## src/rtl/morse_pkg.sv

```systemverilog
// Shared types and constants for the morse message arbiter.
package morse_pkg;

  // Arbiter FSM states: waiting for a message, forwarding it, appending the separator.
  typedef enum logic [1:0] {
    ST_IDLE   = 2'd0,
    ST_STREAM = 2'd1,
    ST_SEP    = 2'd2
  } state_e;

  // Default message separator.
  localparam logic [7:0] ASCII_SPACE = 8'h20;

  // Index reached by stepping 'off' slots forward from 'ptr' in a ring of 'n'.
  function automatic int unsigned rr_wrap(input int unsigned ptr,
                                          input int unsigned off,
                                          input int unsigned n);
    rr_wrap = (ptr + off) % n;
  endfunction

endpackage

```

## src/rtl/morse_rr_pick.sv

```systemverilog
// Combinational round-robin selector: first candidate strictly after the pointer, wrapping.
module morse_rr_pick
  import morse_pkg::*;
#(
  parameter int NUM_REQ = 4
) (
  input  logic [NUM_REQ-1:0]         cand_i,
  input  logic [$clog2(NUM_REQ)-1:0] ptr_i,
  output logic [NUM_REQ-1:0]         onehot_o,
  output logic [$clog2(NUM_REQ)-1:0] idx_o
);

  localparam int IW = $clog2(NUM_REQ);

  // Scan from pointer+1 around the ring; the pointer slot itself is checked last.
  always_comb begin
    onehot_o = '0;
    idx_o    = '0;
    for (int off = 1; off <= NUM_REQ; off++) begin
      if ((onehot_o == '0) && cand_i[rr_wrap(32'(ptr_i), off, NUM_REQ)]) begin
        onehot_o[rr_wrap(32'(ptr_i), off, NUM_REQ)] = 1'b1;
        idx_o = IW'(rr_wrap(32'(ptr_i), off, NUM_REQ));
      end else begin
        onehot_o = onehot_o;
      end
    end
  end

endmodule

```

## src/rtl/morse_msg_arbiter.sv

```systemverilog
// Message-granular round-robin arbiter in front of the morse core's character FIFO.
// Whole messages are granted, an optional separator follows each one, and a watchdog
// aborts a granted requester that goes silent mid-message.
module morse_msg_arbiter
  import morse_pkg::*;
#(
  parameter int         NUM_REQ  = 4,
  parameter int         TIMEOUT  = 1024,
  parameter int         SEP_EN   = 1,
  parameter logic [7:0] SEP_CHAR = ASCII_SPACE
) (
  input  logic                         clk,
  input  logic                         rst,
  input  logic [NUM_REQ-1:0]           req_en,
  input  logic [NUM_REQ-1:0]           req_valid,
  input  logic [8*NUM_REQ-1:0]         req_data,
  input  logic [NUM_REQ-1:0]           req_last,
  output logic [NUM_REQ-1:0]           req_ready,
  output logic                         write_en,
  output logic [7:0]                   ascii_in,
  input  logic                         full,
  output logic                         grant_valid,
  output logic [$clog2(NUM_REQ)-1:0]   grant_id,
  output logic                         abort
);

  localparam int            IW       = $clog2(NUM_REQ);
  localparam int            CW       = (TIMEOUT > 1) ? $clog2(TIMEOUT) : 1;
  localparam logic [CW-1:0] WD_LIMIT = CW'((TIMEOUT > 0) ? (TIMEOUT - 1) : 0);
  localparam state_e        ST_END   = (SEP_EN != 0) ? ST_SEP : ST_IDLE;

  state_e               state_q;
  logic [IW-1:0]        grant_q;
  logic [IW-1:0]        ptr_q;
  logic [CW-1:0]        wd_q;
  logic [CW-1:0]        wd_d;

  logic [NUM_REQ-1:0]   cand_s;
  logic [NUM_REQ-1:0]   pick_onehot_s;
  logic [IW-1:0]        pick_idx_s;
  logic                 g_valid_s;
  logic                 g_en_s;
  logic                 g_last_s;
  logic [7:0]           g_data_s;
  logic                 wd_idle_s;
  logic                 wd_hit_s;
  logic                 abort_s;
  logic                 beat_s;

  assign cand_s = req_valid & req_en;

  morse_rr_pick #(.NUM_REQ(NUM_REQ)) u_pick (
    .cand_i   (cand_s),
    .ptr_i    (ptr_q),
    .onehot_o (pick_onehot_s),
    .idx_o    (pick_idx_s)
  );

  // Decode the granted requester's lane and the abort / beat conditions.
  always_comb begin
    g_valid_s = req_valid[grant_q];
    g_en_s    = req_en[grant_q];
    g_last_s  = req_last[grant_q];
    g_data_s  = req_data[8*int'(grant_q) +: 8];
    wd_idle_s = ~g_valid_s & ~full;
    wd_hit_s  = (TIMEOUT != 0) && wd_idle_s && (wd_q == WD_LIMIT);
    abort_s   = (state_q == ST_STREAM) && (!g_en_s || wd_hit_s);
    beat_s    = (state_q == ST_STREAM) && !abort_s && g_valid_s && !full;
    // Silent cycles advance the watchdog, full holds it, accepted beats clear it.
    if (beat_s) begin
      wd_d = '0;
    end else if (wd_idle_s && (TIMEOUT != 0)) begin
      wd_d = wd_q + CW'(1);
    end else begin
      wd_d = wd_q;
    end
  end

  // Drive the requester handshake and the FIFO write port from the current state.
  always_comb begin
    req_ready = '0;
    write_en  = 1'b0;
    ascii_in  = 8'h00;
    case (state_q)
      ST_STREAM: begin
        if (!abort_s) begin
          req_ready[grant_q] = ~full;
        end else begin
          req_ready = '0;
        end
        write_en = beat_s;
        ascii_in = g_data_s;
      end
      ST_SEP: begin
        write_en = ~full;
        ascii_in = SEP_CHAR;
      end
      default: begin
        write_en = 1'b0;
      end
    endcase
  end

  assign grant_valid = (state_q != ST_IDLE);
  assign grant_id    = grant_q;
  assign abort       = abort_s;

  // Arbitration FSM with grant, round-robin pointer and watchdog registers.
  always_ff @(posedge clk) begin
    if (rst) begin
      state_q <= ST_IDLE;
      grant_q <= '0;
      ptr_q   <= IW'(NUM_REQ - 1);
      wd_q    <= '0;
    end else begin
      case (state_q)
        ST_IDLE: begin
          wd_q <= '0;
          if (pick_onehot_s != '0) begin
            grant_q <= pick_idx_s;
            ptr_q   <= pick_idx_s;
            state_q <= ST_STREAM;
          end
        end
        ST_STREAM: begin
          if (abort_s) begin
            wd_q    <= '0;
            state_q <= ST_END;
          end else begin
            wd_q <= wd_d;
            if (beat_s && g_last_s) begin
              state_q <= ST_END;
            end
          end
        end
        ST_SEP: begin
          if (!full) begin
            state_q <= ST_IDLE;
          end
        end
        default: begin
          state_q <= ST_IDLE;
        end
      endcase
    end
  end

endmodule

```

## config.mk

```make
export PLATFORM = sky130hd
export DESIGN_NAME = morse_msg_arbiter
export DESIGN_NICKNAME = d
export VERILOG_FILES = /design/src/rtl/morse_pkg.sv /design/src/rtl/morse_rr_pick.sv /design/src/rtl/morse_msg_arbiter.sv
export SDC_FILE = /design/constraint.sdc
export NUM_CORES = 1
export LEC_CHECK = 0
export BUFFER_PORTS_ARGS = -buffer_cell sky130_fd_sc_hd__buf_2
export CAP_MARGIN = 15
export CELL_PAD_IN_SITES_DETAIL_PLACEMENT = 1
export CELL_PAD_IN_SITES_GLOBAL_PLACEMENT = 1
export CORE_UTILIZATION = 33
export DETAILED_ROUTE_END_ITERATION = 12
export PLACE_DENSITY = 0.83
export SLEW_MARGIN = 0
export SYNTH_ARGS = -nofsm -noshare
export SYNTH_HDL_FRONTEND = slang
export SYNTH_SLANG_ARGS = --single-unit
export TNS_END_PERCENT = 1
```

## constraint.sdc

```tcl
create_clock -name clk -period 2.15 [get_ports clk]
set_input_delay 0.215 -clock clk [delete_from_list [all_inputs] [get_ports clk]]
set_output_delay 0.215 -clock clk [all_outputs]
set_load 0.01 [all_outputs]
```

==> run summary <==
Max clock buf depth - 2
Max Cap Viol - 0
IO buf count - 63
Die H - 75.4 µm
Die width - 75.4 µm
Core Util, Final - 0.475
Outcome - finished, violations left
P_sw - 1.25 mW
CTS tree - yes
DRC Markers - 0
Gate power share - 0.750
Worst vdd ir - 479 µV
Final instance area - 0.00244 mm²
Syn Nets - 263
Seq/Total Area, Yosys - 0.180
Reg clk slew, reported paths - 0.07 ns
Vias - 2029
Setup Crit Path Kind - reg2out
Yosys warns - 0
DRT Pass-1 Iters - 4
Hold-fix buffers, CTS - 0
Layout area overhead - 37.3%
Hold Path Class - in2reg
# H-tree levels - 1
Worst Path Arrival - 2.04 ns
First-pass GRT wire length - 9.49 mm
Fillers - 676
Clk network pwr share - 0.102
Diodes inserted - 0
Final setup violation count - 6
Most frequent cells in the layout - 63 x buf_2, 23 x buf_4, 16 x nor2_1, 14 x dfxtp_1
Ys flop type - dfxtp_1
Routed Antenna Nets - 0
Cells after Synth - 204
EDFF count, synth - 0
Initial DRC Count - 123
Max-Slew Margin vs Limit - 0.724
Worst setup margin - -0.105 ns
Clk Tree Root Cell - clkbuf_8
GRT overflow - 0
Switch share - 0.461
Total Routing Usage GR - 0.220
Setup Total Neg Slack - -0.522 ns
Final period utilization - 1.05
Critical Path Fanout Max - 5
Vias in the first global route - 1976
Post-detail-place hpwl - 5.04 mm
Failing checks - negative setup slack
Netlist cell types - 54
Post-layout minimum cycle time - 2.26 ns
Core Area - 0.00514 mm²
Layout cells sized above 1 - 0.435
Sequential cell fraction of total power - 0.148
Per-cell routed wire length - 18.6 µm
Initial Util - 0.346
FF+latch area - 325 µm²
CTS buffer count - 3
Final Max Tran Viols - 0
Clk_lat worst skew - 0.26 ns
Largest net degree at the start of global routing - 17
Ports - 64
Setup Skew - 0.00483 ns
Die area - 0.00569 mm²
Row count - 26
Startpoint Class - flop
Fmax - 443 MHz
GP Congestion - 0.994
Worst Setup End Kind - primary output
Antenna violations before repair - 0
Vias/cell - 5.75
Commonest non-fill, non-tap cell in the layout - buf_2
RSZ-0062 raised after global routing - yes
Static leakage - 1.07 nW
Worst hold slack - 0.189 ns
Synthesized area - 0.00178 mm²
Average cell area after synthesis - 8.72 µm²
Area of the multi-input gates - 0.00144 mm²
Tightest Pin Transition - 0.404 ns
TritonCTS sink count - 16
Post-layout nets - 343
Total Routed Length - 6.57 mm
Register bit count reported by yosys - 16
Final hold vios - 0
Post-place instance area - 0.00229 mm²
P_int - 1.46 mW
Asr flop ratio synth - 0
Worst EP required - 1.93 ns
Pwr Density - 1110 mW/mm²
[critical path, cell delays in order, from the launching register on]
cell     delay (ns)
dfxtp_4        0.35
mux4_2         0.54
or4_4          0.58
nand2_4        0.11
nor4b_1        0.05
buf_2          0.15
[cells in the mapped netlist (3+ instances only)]
master | instances | area, µm²
o21ai_0 | 9 | 45.0
clkbuf_1 | 7 | 26.3
and3_1 | 7 | 43.8
o211ai_1 | 3 | 22.5
mux2i_1 | 4 | 40.0
dfxtp_1 | 16 | 320
ha_1 | 12 | 150
nor4_1 | 3 | 18.8
nand3_1 | 10 | 50.1
nor3_1 | 4 | 20.0
inv_1 | 8 | 30.0
and2_1 | 7 | 43.8
nor2_1 | 16 | 60.1
nand4_1 | 5 | 31.3
mux4_2 | 13 | 293
xor2_1 | 6 | 52.6
nand2_1 | 15 | 56.3
a21oi_1 | 8 | 40.0
[registers in the layout (all words and copies together), names as in the netlist]
name / count
wd_q: 10
grant_id: 2
ptr_q: 2
state_q: 2
[layer usage]
metal / GRT usage / share of wire / up-vias
li1: - / - / 946
met1: 0.279 / 0.40 / 1008
met2: 0.394 / 0.54 / 65
met3: 0.0198 / 0.037 / 10
met4: 0.0700 / 0.017 / 0
met5: 0 / 0 / -
[kinds of logic after synthesis]
family	after synthesis	synth area share
adders and majority gates	12	0.0844
AOI/OAI and AO/OA	45	0.176
buffers and inverters	20	0.0479
muxes	19	0.217
and+or+nand+nor	84	0.255
DFF	16	0.180
xor gates and xnor gates	8	0.0394
[worst paths after layout]
| kind | startpoint | to | slack, ns | cells after the start |
|---|---|---|---|---|
| setup / recovery | grant_id[0] | req_ready[1] | -0.11 | 5 |
| hold / removal | rst | grant_id[0] | 0.19 | 2 |
| setup reg to reg | grant_id[0] | state_q[1] | -0.02 | 5 |
| hold reg to reg | state_q[1] | state_q[1] | 0.51 | 2 |
[stage by stage]
step           setup slack [ns]  power (mW)  cells
2_1_floorplan           -0.0486        1.61    204
3_3_place_gp             0.0232        2.12    346
3_5_place_dp            -0.0878        2.20    346
4_1_cts                  -0.128        2.53    352
5_1_grt                  -0.161        2.88    353
6_report                 -0.105        2.71    353
[timing repair]
action,in CTS,in global routing
resized for setup,8,14
endpoints found under the setup margin,18,13
buffers inserted,2,1
pin swaps,4,3
[power by group through the flow]
stage	registers, mW	logic [mW]	clock network, mW
after detailed placement	0.404	1.80	0
after floorplan	0.405	1.20	0
after global placement	0.401	1.72	0
after global routing	0.407	2.18	0.292
after CTS	0.400	1.85	0.282
final	0.401	2.03	0.275
[cell type report]
| cell class | instances | area share |
|---|---|---|
| repair buffers | 87 | 0.205 |
| clock buffers | 4 | 0.0226 |
| inverters | 8 | 0.0123 |
| multi-input cells | 168 | 0.591 |
| well taps | 70 | 0.0359 |
| flip-flops and latches | 16 | 0.133 |
(Power assumes the default switching activity.)
